[src/rtl/m_rfarb_pkg.sv]
// Shared types and constants for the register-file write-back arbiter.
// The queued entry is a destination register plus its write data.
package m_rfarb_pkg;

  localparam int unsigned REG_ADDR_W    = 5;
  localparam int unsigned DATA_W        = 32;
  localparam int unsigned DEFAULT_DEPTH = 4;

  typedef struct packed {
    logic [REG_ADDR_W-1:0] addr;
    logic [DATA_W-1:0]     data;
  } rf_entry_t;

endpackage

[src/rtl/m_regfile_wb_arbiter_if.sv]
// Bus bundle between two write requesters, the register file port and status outputs.
// The master modport is the requester/observer side; the slave modport is the arbiter.
interface m_regfile_wb_arbiter_if;
  import m_rfarb_pkg::*;

  logic                  req0_valid;
  logic [REG_ADDR_W-1:0] req0_addr;
  logic [DATA_W-1:0]     req0_data;
  logic                  req0_ready;
  logic                  req1_valid;
  logic [REG_ADDR_W-1:0] req1_addr;
  logic [DATA_W-1:0]     req1_data;
  logic                  req1_ready;
  logic                  wb_hold;
  logic [REG_ADDR_W-1:0] rf_a2;
  logic                  rf_we;
  logic [DATA_W-1:0]     rf_wd;
  logic [31:0]           pending_mask;
  logic                  full;
  logic                  empty;

  modport master (
    output req0_valid, req0_addr, req0_data,
    output req1_valid, req1_addr, req1_data,
    output wb_hold,
    input  req0_ready, req1_ready,
    input  rf_a2, rf_we, rf_wd, pending_mask, full, empty
  );

  modport slave (
    input  req0_valid, req0_addr, req0_data,
    input  req1_valid, req1_addr, req1_data,
    input  wb_hold,
    output req0_ready, req1_ready,
    output rf_a2, rf_we, rf_wd, pending_mask, full, empty
  );

endinterface

[src/rtl/m_rfarb_fifo.sv]
// Write queue for the arbiter: count-tracked circular buffer with head read-out
// and a per-slot occupancy view so the top can build the pending-register mask.
module m_rfarb_fifo
  import m_rfarb_pkg::*;
#(
  parameter int unsigned DEPTH = DEFAULT_DEPTH
) (
  input  logic                  clk,
  input  logic                  reset,
  input  logic                  push,
  input  rf_entry_t             push_entry,
  input  logic                  pop,
  output logic                  full,
  output logic                  empty,
  output logic [$clog2(DEPTH+1)-1:0] count,
  output rf_entry_t             head,
  output logic [REG_ADDR_W-1:0] slot_addr [DEPTH],
  output logic [DEPTH-1:0]      slot_valid
);

  localparam int unsigned PW = (DEPTH > 1) ? $clog2(DEPTH) : 1;
  localparam int unsigned CW = $clog2(DEPTH + 1);

  rf_entry_t        mem [DEPTH];
  logic [PW-1:0]    wr_ptr_q, wr_ptr_d;
  logic [PW-1:0]    rd_ptr_q, rd_ptr_d;
  logic [CW-1:0]    count_q, count_d;
  logic [PW-1:0]    slot_off [DEPTH];

  always_comb begin
    wr_ptr_d = wr_ptr_q;
    rd_ptr_d = rd_ptr_q;
    count_d  = count_q;
    if (push) begin
      wr_ptr_d = (wr_ptr_q == PW'(DEPTH - 1)) ? '0 : wr_ptr_q + 1'b1;
    end
    if (pop) begin
      rd_ptr_d = (rd_ptr_q == PW'(DEPTH - 1)) ? '0 : rd_ptr_q + 1'b1;
    end
    if (push && !pop) begin
      count_d = count_q + 1'b1;
    end else if (pop && !push) begin
      count_d = count_q - 1'b1;
    end
  end

  always_ff @(posedge clk or posedge reset) begin
    if (reset) begin
      wr_ptr_q <= '0;
      rd_ptr_q <= '0;
      count_q  <= '0;
    end else begin
      wr_ptr_q <= wr_ptr_d;
      rd_ptr_q <= rd_ptr_d;
      count_q  <= count_d;
    end
  end

  // Storage is intentionally not reset; occupancy is defined solely by count/pointers.
  always_ff @(posedge clk) begin
    if (push) begin
      mem[wr_ptr_q] <= push_entry;
    end
  end

  // A slot is live when its distance from the read pointer is below the count.
  always_comb begin
    for (int i = 0; i < DEPTH; i++) begin
      slot_off[i]   = PW'(i) - rd_ptr_q;
      slot_valid[i] = (CW'(slot_off[i]) < count_q);
      slot_addr[i]  = mem[i].addr;
    end
  end

  assign full  = (count_q == CW'(DEPTH));
  assign empty = (count_q == '0);
  assign count = count_q;
  assign head  = mem[rd_ptr_q];

endmodule

[src/rtl/m_regfile_wb_arbiter.sv]
// Two-port round-robin write-back arbiter feeding a register file through an ordered queue.
// Optional build macro RFARB_DROP_X0_EN acknowledges writes to x0 without enqueuing them.
module m_regfile_wb_arbiter
  import m_rfarb_pkg::*;
#(
  parameter int unsigned DEPTH = DEFAULT_DEPTH
) (
  input logic                   clk,
  input logic                   reset,
  m_regfile_wb_arbiter_if.slave bus
);

  localparam int unsigned CW = $clog2(DEPTH + 1);

  logic                  last_q, last_d;  // 1: port 1 was granted last
  logic                  grant1;
  logic                  commit;
  logic                  room;
  logic                  accept_ok;
  logic                  drop;
  logic                  xfer;
  logic                  push;
  rf_entry_t             sel_entry;
  logic                  fifo_full;
  logic                  fifo_empty;
  logic [CW-1:0]         fifo_count;
  rf_entry_t             fifo_head;
  logic [REG_ADDR_W-1:0] slot_addr [DEPTH];
  logic [DEPTH-1:0]      slot_valid;

  always_comb begin
    if (bus.req0_valid && bus.req1_valid) begin
      grant1 = !last_q;
    end else begin
      grant1 = bus.req1_valid;
    end
  end

  assign sel_entry = grant1 ? '{addr: bus.req1_addr, data: bus.req1_data}
                            : '{addr: bus.req0_addr, data: bus.req0_data};

  assign commit = !reset && !fifo_empty && !bus.wb_hold;
  // A commit this cycle frees the head slot, so a full queue can still take one write.
  assign room   = !fifo_full || commit;

`ifdef RFARB_DROP_X0_EN
  assign drop = (sel_entry.addr == '0);
`else
  assign drop = 1'b0;
`endif

  assign accept_ok      = room || drop;
  assign bus.req0_ready = !reset && !grant1 && accept_ok;
  assign bus.req1_ready = !reset && grant1 && accept_ok;

  assign xfer = (bus.req0_valid && bus.req0_ready) || (bus.req1_valid && bus.req1_ready);
  assign push = xfer && !drop;

  always_comb begin
    last_d = last_q;
    if (xfer) begin
      last_d = grant1;
    end
  end

  always_ff @(posedge clk or posedge reset) begin
    if (reset) begin
      last_q <= 1'b1;
    end else begin
      last_q <= last_d;
    end
  end

  m_rfarb_fifo #(
    .DEPTH(DEPTH)
  ) u_fifo (
    .clk       (clk),
    .reset     (reset),
    .push      (push),
    .push_entry(sel_entry),
    .pop       (commit),
    .full      (fifo_full),
    .empty     (fifo_empty),
    .count     (fifo_count),
    .head      (fifo_head),
    .slot_addr (slot_addr),
    .slot_valid(slot_valid)
  );

  always_comb begin
    bus.pending_mask = '0;
    for (int i = 0; i < DEPTH; i++) begin
      if (slot_valid[i]) begin
        bus.pending_mask[slot_addr[i]] = 1'b1;
      end
    end
  end

  assign bus.rf_we = commit;
  assign bus.rf_a2 = fifo_empty ? '0 : fifo_head.addr;
  assign bus.rf_wd = fifo_empty ? '0 : fifo_head.data;
  assign bus.full  = fifo_full;
  assign bus.empty = fifo_empty;

  count_in_range: assert property (@(posedge clk) disable iff (reset) fifo_count <= CW'(DEPTH));

endmodule
[src/flat_wrapper.sv]
// flat-port wrapper written by rule: the top's interface ports become plain ports
module m_regfile_wb_arbiter_flat import m_rfarb_pkg::*;
#(
  parameter int unsigned DEPTH = DEFAULT_DEPTH
)
  (clk, reset, bus_req0_valid, bus_req0_addr, bus_req0_data, bus_req1_valid, bus_req1_addr, bus_req1_data, bus_wb_hold, bus_req0_ready, bus_req1_ready, bus_rf_a2, bus_rf_we, bus_rf_wd, bus_pending_mask, bus_full, bus_empty);
  m_regfile_wb_arbiter_if bus_i ();
  input logic clk;
  input logic reset;
  input wire logic [$bits(bus_i.req0_valid)-1:0] bus_req0_valid;
  input wire logic [$bits(bus_i.req0_addr)-1:0] bus_req0_addr;
  input wire logic [$bits(bus_i.req0_data)-1:0] bus_req0_data;
  input wire logic [$bits(bus_i.req1_valid)-1:0] bus_req1_valid;
  input wire logic [$bits(bus_i.req1_addr)-1:0] bus_req1_addr;
  input wire logic [$bits(bus_i.req1_data)-1:0] bus_req1_data;
  input wire logic [$bits(bus_i.wb_hold)-1:0] bus_wb_hold;
  output wire logic [$bits(bus_i.req0_ready)-1:0] bus_req0_ready;
  output wire logic [$bits(bus_i.req1_ready)-1:0] bus_req1_ready;
  output wire logic [$bits(bus_i.rf_a2)-1:0] bus_rf_a2;
  output wire logic [$bits(bus_i.rf_we)-1:0] bus_rf_we;
  output wire logic [$bits(bus_i.rf_wd)-1:0] bus_rf_wd;
  output wire logic [$bits(bus_i.pending_mask)-1:0] bus_pending_mask;
  output wire logic [$bits(bus_i.full)-1:0] bus_full;
  output wire logic [$bits(bus_i.empty)-1:0] bus_empty;
  assign bus_i.req0_valid = bus_req0_valid;
  assign bus_i.req0_addr = bus_req0_addr;
  assign bus_i.req0_data = bus_req0_data;
  assign bus_i.req1_valid = bus_req1_valid;
  assign bus_i.req1_addr = bus_req1_addr;
  assign bus_i.req1_data = bus_req1_data;
  assign bus_i.wb_hold = bus_wb_hold;
  assign bus_req0_ready = bus_i.req0_ready;
  assign bus_req1_ready = bus_i.req1_ready;
  assign bus_rf_a2 = bus_i.rf_a2;
  assign bus_rf_we = bus_i.rf_we;
  assign bus_rf_wd = bus_i.rf_wd;
  assign bus_pending_mask = bus_i.pending_mask;
  assign bus_full = bus_i.full;
  assign bus_empty = bus_i.empty;
  m_regfile_wb_arbiter #(.DEPTH(DEPTH)) u_core (.clk(clk), .reset(reset), .bus(bus_i));
endmodule
[config.mk]
export PLATFORM = sky130hd
export DESIGN_NAME = m_regfile_wb_arbiter_flat
export DESIGN_NICKNAME = d
export VERILOG_FILES = /design/src/rtl/m_rfarb_pkg.sv /design/src/rtl/m_regfile_wb_arbiter_if.sv /design/src/rtl/m_rfarb_fifo.sv /design/src/rtl/m_regfile_wb_arbiter.sv /design/src/flat_wrapper.sv
export SDC_FILE = /design/constraint.sdc
export NUM_CORES = 1
export LEC_CHECK = 0
export CORE_ASPECT_RATIO = 0.6
export CORE_MARGIN = 2
export CORE_UTILIZATION = 40
export CTS_CLUSTER_DIAMETER = 60
export DETAILED_ROUTE_END_ITERATION = 16
export PLACE_DENSITY_LB_ADDON = 0.3
export SETUP_SLACK_MARGIN = 0.02
export SKIP_LAST_GASP = 1
export SLEW_MARGIN = 0
export SYNTH_ARGS = -nofsm -noshare
export SYNTH_HDL_FRONTEND = slang
export SYNTH_SLANG_ARGS = --single-unit
[constraint.sdc]
create_clock -name clk -period 2.8 [get_ports clk]
set_input_delay 0.42 -clock clk [delete_from_list [all_inputs] [get_ports clk]]
set_output_delay 0.42 -clock clk [all_outputs]
set_load 0.05 [all_outputs]
==> flow_summary.ini <==
[yosys]
syn_inst = 529
synthFlopType = edfxtp_1
yosysWarnings = 0
seq_area_frac_synth_pct = 59.0
synth_area_mm2 = 0.00788
async_reset_ff_share_pct = 5.13
ys_ff_latch = 156
yosysUniqueCellTypes = 46
postSynthAreaPerCell_um2 = 14.9
synth_edf_count = 148
synth_nets = 619

[sta]
fmax_mhz = 324
slew_violations = 0
fin_crit_sh_pct = 110
clock_skew_ns = 0.0120
tightest_slew_ns = 0.640
slew_headroom_pct = 57.2
setup_viol = 32
period_minus_slack_ns = 3.08
setup_ws_ns = -0.283
worst_hold_slack_ns = 0.402
rsz0062_at_grt = true
hold_violations = 0

[detailed_routing]
routed_wl_um = 22700
drc = 0
antenna_left = 0
wl_per_cell_um = 23.0
drt_pass1_iterations = 5
num_vias = 5577
drtIter0Drc = 552
viasPerCell = 5.66

[floorplanning]
die_h_um = 113
rows = 39
die_w_um = 185
initial_core_util_pct = 41.1
die-area_mm2 = 0.0209
coreArea_mm2 = 0.0192
ios = 153

[worst_setup_path]
path_cells = ha_4 -> inv_2 -> ha_4 -> nand2b_4 -> o211ai_4 -> buf_12 -> o22ai_1 -> a221o_1 -> buf_6
crit_path_frequent_cell = ha_4
crit_family = compound AO/OA/AOI/OAI gates
arrival_ns = 2.66
critPathSlowestCell = dfrtp_4
crit_required_ns = 2.38
cp-start-kind = flip-flop
critPathBufInv = 3
critPathKind = flip-flop to primary output
max_stage_delay_ns = 0.49
rrSetupSlack_ns = 0.57
endpoint_kind = primary output
worst-path-max-fanout = 8

[layout]
layout_common_cells = edfxtp_1 (148), clkdlybuf4s50_1 (79), buf_4 (69), nor2b_1 (50)
diodes = 0
n_fill_cell = 1538
layout_commonest_cell = edfxtp_1
drive_gt1_share_pct = 36.4
regArea_mm2 = 0.00465
area_growth_pct = 37.3
final_nets = 796
multi_input_area_mm2 = 0.00324
fin_util_pct = 56.4

[placement]
hpwl_um = 16100
portBuffers = 152
place.gp.congestion = 0.938

[clock_tree]
clockBufferDepth = 2
cts_tree = done
clk_pin_slew_worst_paths_ns = 0.07
cts_buffers = 17
cts_hold_buf = 0
cts-root-buf = clkbuf_16
h-tree-depth = 4
clkSinkCount = 156
clk_latency_ns = 0.42

[global_routing]
grt_usage_pct = 21.3
gr-total-overflow = 0
grt_pass1_vias = 5414
grt_max_degree = 44
antenna_found_initial = 0
grt_pass1_wl_um = 32300

[outcome]
status = finished, violations left
failed_checks = setup timing

[pwr]
total_leakage_power_nw = 3.79
ir_drop_uv = 558
p_per_area_mw_per_mm2 = 1160

[worst_hold_path]
hold_path_class = input pin to asynchronous set/reset pin

[job]
maxCapViolations = 0
-- layout make-up --
type                    count  share of cell area (%)
well taps                 266                    3.08
multi-input cells         331                    30.0
flip-flops and latches    156                    43.0
clock inverters            15                    1.83
clock buffers              17                    3.93
inverters                  13                   0.451
repair buffers            187                    17.7
-- metal layers --
layer  vias to the layer above  share of wire (%)  track usage, %
li1                       2448                  -               -
met1                      2819                 48            33.7
met4                         0               0.86            4.50
met5                         -                  0               0
met2                       290                 41            29.0
met3                        20                9.9            6.21
-- synth_stat cells, types with 3 or more instances --
library cell  count  share of area [%]
mux4_2           37                 11
nor2b_1          50                4.0
buf_6             6               0.86
buf_4             4               0.38
nand2_1          38                1.8
a221o_1          28                3.6
nand2b_1         11               0.87
edfxtp_1        148                 56
o22ai_1          30                2.4
nand3_1           4               0.25
mux2_2           38                5.4
clkbuf_1          5               0.24
dfrtp_1           7                2.2
nor2_1           27                1.3
and2_1            9               0.71
inv_1            12               0.57
and3_1            3               0.24
ha_1             10                1.6
buf_2            13               0.83
nor3_1           13               0.83
o211ai_4          4                1.1
-- metrics by stage --
step | setup slack (ns) | power, mW | area (µm²) | setup TNS [ns] | std cells
after floorplan | 0.0258 | 7.49 | 7890 | 0 | 529
after global placement | 0.129 | 9.41 | 9730 | 0 | 944
after detailed placement | 0.117 | 9.44 | 9730 | 0 | 944
after CTS | -0.243 | 12.2 | 10600 | -6.50 | 979
after global routing | -0.369 | 13.1 | 10800 | -9.81 | 985
final | -0.283 | 12.6 | 10800 | -7.16 | 985
-- report_power, final --
part	switching [mW]	leakage, nW	internal (mW)	total, mW
clock	0.962	0.305	1.44	2.40
combinational	4.26	2.04	2.66	6.92
sequential	0.221	1.44	3.03	3.25
total	5.45	3.79	7.13	12.6
-- worst paths after layout --
| path | start | end | cells past startpoint |
|---|---|---|---|
| worst max-delay path | u_core.u_fifo.rd_ptr_q[0]$_DFFE_PP0N_ | bus_pending_mask[1] | 9 |
| worst min-delay path | reset | u_core.u_fifo.count[0]$_DFFE_PP0P_ | 2 |
| worst max register to register | u_core.u_fifo.count[2]$_DFFE_PP0P_ | u_core.u_fifo.count[2]$_DFFE_PP0P_ | 9 |
| worst min register to register | u_core.last_q$_DFFE_PP1P_ | u_core.last_q$_DFFE_PP1P_ | 2 |
| max in group asynchronous | reset | u_core.u_fifo.rd_ptr_q[0]$_DFFE_PP0N_ | 2 |
| min in group clk | u_core.last_q$_DFFE_PP1P_ | u_core.last_q$_DFFE_PP1P_ | 2 |
-- sequential cells by signal, indices dropped and copies added, names as in the netlist --
register / cells
u_core.u_fifo.count: 3
u_core.last_q: 1
u_core.u_fifo.wr_ptr_q: 2
u_core.u_fifo.mem: 148
u_core.u_fifo.rd_ptr_q: 2
-- cell families (layout without fill, tap and decap cells) --
logic type,count (synthesis),in the layout,synth area share (%)
and+or+nand+nor,163,163,11.0
DFF,156,156,59.0
AOI/OAI and AO/OA,77,77,8.64
muxes,77,77,16.3
buffers and inverters,42,232,2.97
adders and majority gates,11,11,1.84
xor gates and xnor gates,3,3,0.334
-- worst register-to-register path: cells and delay by family (launching register included) --
kind | cells | cell delay, ns
flip-flops | 1 | 0.51
AO/OA/AOI/OAI | 1 | 0.23
XOR/XNOR | 2 | 0.30
AND/OR/NAND/NOR | 3 | 0.47
buffers and inverters | 1 | 0.06
adder cells (fa/ha/maj) | 2 | 0.57
-- timing repair --
| item | CTS | global route |
|---|---|---|
| gates cloned | 1 | 3 |
| pin swaps | 9 | 3 |
| buffers inserted | 2 | 3 |
| setup endpoints to repair | 32 | 32 |
| resized for setup | 31 | 27 |
No activity file was read; power rests on OpenSTA's default activity.
